===== src/rtl/memoria_dados_param.sv =====
// Parametrised single-port data memory for the load/store stage: pipelined synchronous read
// with a valid strobe, and an optional post-reset sweep that zeroes every word.
//
// state    | meaning
// LIMPANDO | sweeping the array with zeros, requests rejected (Ocupado=1)
// PRONTO   | normal read/write service until the next reset
module memoria_dados_param #(
    parameter int LARG_DADO        = 8,
    parameter int LARG_END         = 8,
    parameter int LATENCIA_LEITURA = 1,
    parameter int LIMPA_NO_RESET   = 1
) (
    input  logic                 Clock,
    input  logic                 ResetN,
    input  logic                 LerMem,
    input  logic                 EscMem,
    input  logic [LARG_END-1:0]  Endereco,
    input  logic [LARG_DADO-1:0] DadoEscritoMem,
    output logic [LARG_DADO-1:0] DadoLidoMem,
    output logic                 DadoValido,
    output logic                 Ocupado,
    output logic                 ErroAcesso
);

    localparam int PROF = 2 ** LARG_END;

    localparam logic [0:0] LIMPANDO = 1'b0;
    localparam logic [0:0] PRONTO   = 1'b1;

    generate
        if (LATENCIA_LEITURA < 1 || LATENCIA_LEITURA > 4) begin : g_latencia_invalida
            $error("memoria_dados_param: LATENCIA_LEITURA must be in 1..4");
        end
    endgenerate

    logic [LARG_DADO-1:0]        mem [PROF];
    logic [0:0]                  estado;
    logic [LARG_END-1:0]         contador;
    logic                        ler_ok;
    logic [LARG_DADO-1:0]        pipe_dado [LATENCIA_LEITURA];
    logic [LATENCIA_LEITURA-1:0] pipe_vld;

    assign Ocupado = (estado == LIMPANDO);
    assign ler_ok  = LerMem && !Ocupado;

    // No reset on the array; the sweep zeroes it synchronously instead.
    always_ff @(posedge Clock) begin
        if (Ocupado) begin
            mem[contador] <= '0;
        end else if (EscMem) begin
            mem[Endereco] <= DadoEscritoMem;
        end
    end

    always_ff @(posedge Clock or negedge ResetN) begin
        if (!ResetN) begin
            estado     <= (LIMPA_NO_RESET != 0) ? LIMPANDO : PRONTO;
            contador   <= '0;
            ErroAcesso <= 1'b0;
        end else begin
            ErroAcesso <= Ocupado && (LerMem || EscMem);
            if (estado == LIMPANDO) begin
                contador <= contador + 1'b1;
                if (contador == {LARG_END{1'b1}}) begin
                    estado <= PRONTO;
                end
            end
        end
    end

    // Stage 0 reads the array before any same-edge write lands (read-before-write).
    // Each stage only loads data alongside a valid token, so the last stage holds
    // the most recent result between strobes.
    always_ff @(posedge Clock or negedge ResetN) begin
        if (!ResetN) begin
            pipe_vld <= '0;
            for (int i = 0; i < LATENCIA_LEITURA; i++) begin
                pipe_dado[i] <= '0;
            end
        end else begin
            pipe_vld[0] <= ler_ok;
            if (ler_ok) begin
                pipe_dado[0] <= mem[Endereco];
            end
            for (int i = 1; i < LATENCIA_LEITURA; i++) begin
                pipe_vld[i] <= pipe_vld[i-1];
                if (pipe_vld[i-1]) begin
                    pipe_dado[i] <= pipe_dado[i-1];
                end
            end
        end
    end

    assign DadoLidoMem = pipe_dado[LATENCIA_LEITURA-1];
    assign DadoValido  = pipe_vld[LATENCIA_LEITURA-1];

endmodule

===== config.mk =====
export PLATFORM = sky130hd
export DESIGN_NAME = memoria_dados_param
export DESIGN_NICKNAME = d
export VERILOG_FILES = /design/src/rtl/memoria_dados_param.sv
export SDC_FILE = /design/constraint.sdc
export NUM_CORES = 2
export LEC_CHECK = 0
export CAP_MARGIN = 20
export CORE_UTILIZATION = 46
export CTS_CLUSTER_DIAMETER = 80
export DETAILED_ROUTE_END_ITERATION = 10
export SLEW_MARGIN = 20
export SYNTH_ARGS = -nofsm -noshare
export SYNTH_HDL_FRONTEND = slang
export SYNTH_SLANG_ARGS = --single-unit
export TNS_END_PERCENT = 1

===== constraint.sdc =====
create_clock -name Clock -period 7.4 [get_ports Clock]
set_input_delay 0.74 -clock Clock [delete_from_list [all_inputs] [get_ports Clock]]
set_output_delay 0.74 -clock Clock [all_outputs]
set_load 0.02 [all_outputs]

# Yosys cells after proc, flatten, opt, wreduce, memory -nomap -nowiden
# Memories as Yosys holds them, arrays and structs flattened. A register that Yosys moved wholly into a read port is not among the register bits.
# Cells that the tools add are included.
# W data, S select, Z words.
dict set report classes {
  n_addsub 1
  n_eq_ne 1
  n_mux 9
  bitwise 1
  reduce_logical 5
}
# cell n
set ops {}
lappend ops {{$mux W8} 2}
lappend ops {{$add A8 B1 Y8 const B} 1}
lappend ops {{$eq A8 B8 Y1 const B} 1}
lappend ops {{$reduce_or A8 Y1} 1}
lappend ops {{$mux W1} 7}
lappend ops {{$logic_and A1 B1 Y1} 2}
lappend ops {{$logic_not A1 Y1} 1}
lappend ops {{$logic_or A1 B1 Y1} 1}
lappend ops {{$not A1 Y1} 1}
dict set report totals {
  ff_bits 11
  ramBits 2048
  inputBits 20
  n_memories 1
}
# name words word_bits read_ports rd_clocked_by_memory_dff wr line
set memory_table {}
lappend memory_table {mem 256 8 1 1 1 36} ;# logic [LARG_DADO-1:0] mem [PROF];

# Depth between registers and ports, before layout
dict set report depth {
  word_depth 5
  mapped_depth 12
  ltp_nobuf 7
}

# Worst setup path after synthesis
# OpenSTA, ideal clock, no wires.
dict set report synth_timing {
  path_kind {input to register}
  from {input port EscMem}
  to {memory mem[0][0], data pin}
  setup_time_ns 0.873
  t_arrival_ns 4.276
  required_ns 6.527
  path_slack_ns 2.251
  stages 2
  path_buffers 1
  cell_sequence {clkbuf_1 -> and3_1}
}
dict set report synth_via {
  elab_chain_len 5
}
# element line
set synth_lines {}
lappend synth_lines {{start: declaration} 16} ;# input logic EscMem,
lappend synth_lines {{$mux W1} 50} ;# end else if (EscMem) begin
lappend synth_lines {{$mux W1} 48} ;# if (Ocupado) begin
lappend synth_lines {{$mux W1 (not written as such)} 51} ;# mem[Endereco] <= DadoEscritoMem;
lappend synth_lines {{$reduce_or A8 Y1 (no source line)} n/a}
lappend synth_lines {{$mux W8 (no source line)} n/a}
lappend synth_lines {{end: declaration} 36}
# No other way between the ends.

# Final worst setup path
dict set report layout_timing {
  from {input port EscMem}
  to {memory mem[134][5] (enable)}
}
dict set report layout_via {
  elab_chain_len 5
}
# element line
set layout_lines {}
lappend layout_lines {{$mux W1 *} 50}
lappend layout_lines {{$mux W1 *} 48}
lappend layout_lines {{$mux W1 (not written as such) *} 51}
lappend layout_lines {{$reduce_or A8 Y1 (no source line)} n/a}
lappend layout_lines {{$mux W8 (no source line) or $mux W1 (tied branches)} n/a}
# Every way passes the cells marked *; elsewhere a longest branch is shown, timed or not.

==> summary.md <==
| Metric | Value |
|---|---|
| Die X | 421 µm |
| Hold Vio Cnt, Final | 0 |
| Ys async rst share | 0.919% |
| Syn Inst Count | 4023 |
| Yosys reg bits | 2067 |
| Grt total ovfl | 0 |
| Overall power | 23.6 mW |
| Switch share | 21.0% |
| Core ar. | 174000 µm² |
| Largest family of logic cells by synthesized area | multiplexers |
| Vias | 40886 |
| CTS Root Cell | clkbuf_16 |
| Setup Skew | 0.0429 ns |
| Worst-Skew Late Latency | 0.85 ns |
| First-pass GRT wire length | 310000 µm |
| Net Switching | 4.96 mW |
| Initial Util | 46.4% |
| Synth Flop Type | edfxtp_1 |
| Peak supply drop | 264 µV |
| Lkg Pwr | 23.5 nW |
| Final setup fails | 0 |
| Seq/Total Area, Yosys | 76.6% |
| Hold Crit Class | primary input to asynchronous set/reset pin |
| Post-layout nets | 4137 |
| Required @ worst endpoint | 7.87 ns |
| Compound-Gate Fraction of Synth Area | 3.77% |
| CTS tree | done |
| Final Util | 51.8% |
| Least-Margin Pin Slew | 1.17 ns |
| Most common cell after layout, fill and taps aside | edfxtp_1 |
| Drt pass-1 iters | 6 |
| Share of layout cells above drive strength 1 | 18.8% |
| Layout area overhead | 11.6% |
| CP endpoint kind | register |
| Detailed placer's ending HPWL | 133000 µm |
| Setup CP Type | primary input to register |
| Total detailed-routing wirelength | 218000 µm |
| CTS Hold Bufs | 0 |
| Status | finished, final reports clean |
| Post CTS Setup Buffer Count | 0 |
| H-tree depth | 4 |
| Startpoint types | primary input |
| Initial antenna violation count | 8 |
| PwrDens | 262 nW/µm² |
| Avg WL per Cell | 32.8 µm |
| Slew Viols, Final | 0 |
| Max clock buf depth | 3 |
| EDFF count, synth | 2048 |
| CP max FO | 16 |
| Die area | 178000 µm² |
| Gpl congestion | 0.868 |
| Ys Warns | 0 |
| Detail Route Antenna Nets | 0 |
| Multiplexer share of the synthesized area | 14.4% |
| Slew headroom | 22.3% |
| Max Cap Viol | 0 |
| Setup TNS Final | 0 ns |
| Adder-cell area share of the yosys netlist | 0.0155% |
| CTS sink count | 2067 |
| Largest net degree at the start of global routing | 178 |
| Synth Cell Area | 80900 µm² |
| Vias in the first global route | 40739 |
| Vias per inst | 6.17 |
| Post-layout min period | 4.86 ns |
| Critical path launch point | EscMem |
| Final period util | 65.6% |
| Reg2reg setup slack | 3.08 ns |
| Post-route DRC violation count | 0 |
| Commonest cells after routing, fill and taps aside | edfxtp_1 (2048), mux4_2 (352), mux2i_1 (316) |
| Synth unique cells | 68 |
| Logic pwr share | 2.7% |
| Simple-Gate Fraction of Synth Area | 3.11% |
| Die Span Y | 421 µm |
| Unrepaired setup endpoints after global routing | no |
| Clock Power Share | 43.8% |
| XOR/XNOR Fraction of Synth Area | 0.0758% |
| Internal power | 18.7 mW |
| TritonCTS Buffers | 205 |
| Reg clk slew, reported paths | 0.06 ns |
| Buffers on Ports | 30 |
| Gr usage total | 24.6% |
| Net Count, Synth | 4044 |
| Seq pwr share | 53.6% |
| Number of DRC markers in iteration 0 | 5133 |
| Std-Cell Rows | 153 |
| CTS resizes | 0 |
| Synthesized area per cell | 20.1 µm² |
| Fin Hold WS | 0.265 ns |
| # IOs | 31 |
| Worst Path Arrival | 5.33 ns |
| FF-to-FF Start | estado |
| Fmax | 206 MHz |
-- worst paths after layout --
kind | to | cells past startpoint
min in group Clock | contador[6] | 1
hold / removal | ErroAcesso | 2
setup reg to reg | mem[134][5] | 5
setup / recovery | mem[134][5] | 6
max in group asynchronous | contador[2] | 2
hold reg to reg | contador[6] | 1
-- layer usage --
metal  GRT usage [%]  part of all wire (%)
met1            34.3                    41
met2            38.9                    48
met3            4.51                   7.8
met4            8.61                   3.4
met5               0                 0.037
-- final cells by class --
| cell class | count | area [µm²] |
|---|---|---|
| fillers | 13757 | 84000 |
| flip-flops and latches | 2067 | 62000 |
| multi-input cells | 1712 | 17400 |
| clock buffers | 248 | 5370 |
| well taps | 2325 | 2910 |
| clock inverters | 137 | 1340 |
| repair buffers | 126 | 1200 |
| diodes | 9 | 22.5 |
| inverters | 4 | 17.5 |
-- metrics by stage --
step                worst slack (ns)  cell area [µm²]  instances
floorplan                       2.25            80900       4023
global placement                1.83            83500       6234
detailed placement              1.88            83500       6234
CTS                             2.75            90200       6619
global route                    2.45            90200       6619
finish                          2.54            90200       6628
-- logic make-up (layout without fill, tap and decap cells) --
| logic type | after synthesis | after routing |
|---|---|---|
| other | 0 | 9 |
| adder cells (fa/ha/maj) | 1 | 1 |
| flip-flops | 2067 | 2067 |
| multiplexers | 693 | 693 |
| XOR/XNOR | 7 | 7 |
| buffers and inverters | 244 | 515 |
| AO/OA/AOI/OAI | 438 | 438 |
| AND/OR/NAND/NOR | 573 | 573 |
-- sequential cells by signal, summed over array words and instances (netlist names) --
register	cells
estado	1
DadoLidoMem	8
ErroAcesso	1
mem	2048
DadoValido	1
contador	8
-- worst max-delay path: stages --
cell	delay [ns]
clkdlybuf4s50_1	0.84
nand2_1	0.48
o31ai_1	0.97
nand3_1	1.07
buf_4	0.59
nor2_1	0.60
-- power groups by stage --
stage	sequential [mW]	combinational, mW	clock [mW]
global placement	12.9	0.623	0
CTS	12.7	0.628	10.5
detailed placement	12.9	0.627	0
global route	12.7	0.648	10.9
finish	12.7	0.627	10.3
floorplan	12.9	0.422	0
-- cells in the mapped netlist (5+ instances only) --
cell type / instances / area share, %
a31oi_1: 12 / 0.093
a2111oi_0: 16 / 0.17
mux4_2: 352 / 9.8
dfrtp_1: 19 / 0.59
clkbuf_1: 76 / 0.35
mux2_2: 7 / 0.097
o221ai_1: 45 / 0.49
nand3b_1: 13 / 0.12
buf_2: 75 / 0.46
nand3_1: 38 / 0.24
o211ai_1: 5 / 0.046
nor4_1: 12 / 0.093
buf_12: 12 / 0.30
o22ai_1: 121 / 0.94
mux2i_1: 316 / 3.9
nand4_1: 7 / 0.054
mux4_1: 18 / 0.58
o31ai_1: 5 / 0.046
and3_1: 10 / 0.077
or3_1: 7 / 0.054
edfxtp_1: 2048 / 76
nand2_1: 140 / 0.65
and2_1: 8 / 0.062
o21ai_0: 37 / 0.23
nor2_1: 276 / 1.3
a211oi_1: 56 / 0.52
buf_4: 24 / 0.22
nand2b_1: 8 / 0.062
buf_6: 26 / 0.36
buf_8: 13 / 0.24
a221oi_1: 5 / 0.054
a22oi_1: 58 / 0.54
a21oi_1: 46 / 0.28
buf_1: 14 / 0.065
nor3_1: 32 / 0.20
Power figures use the tool's default switching activity.
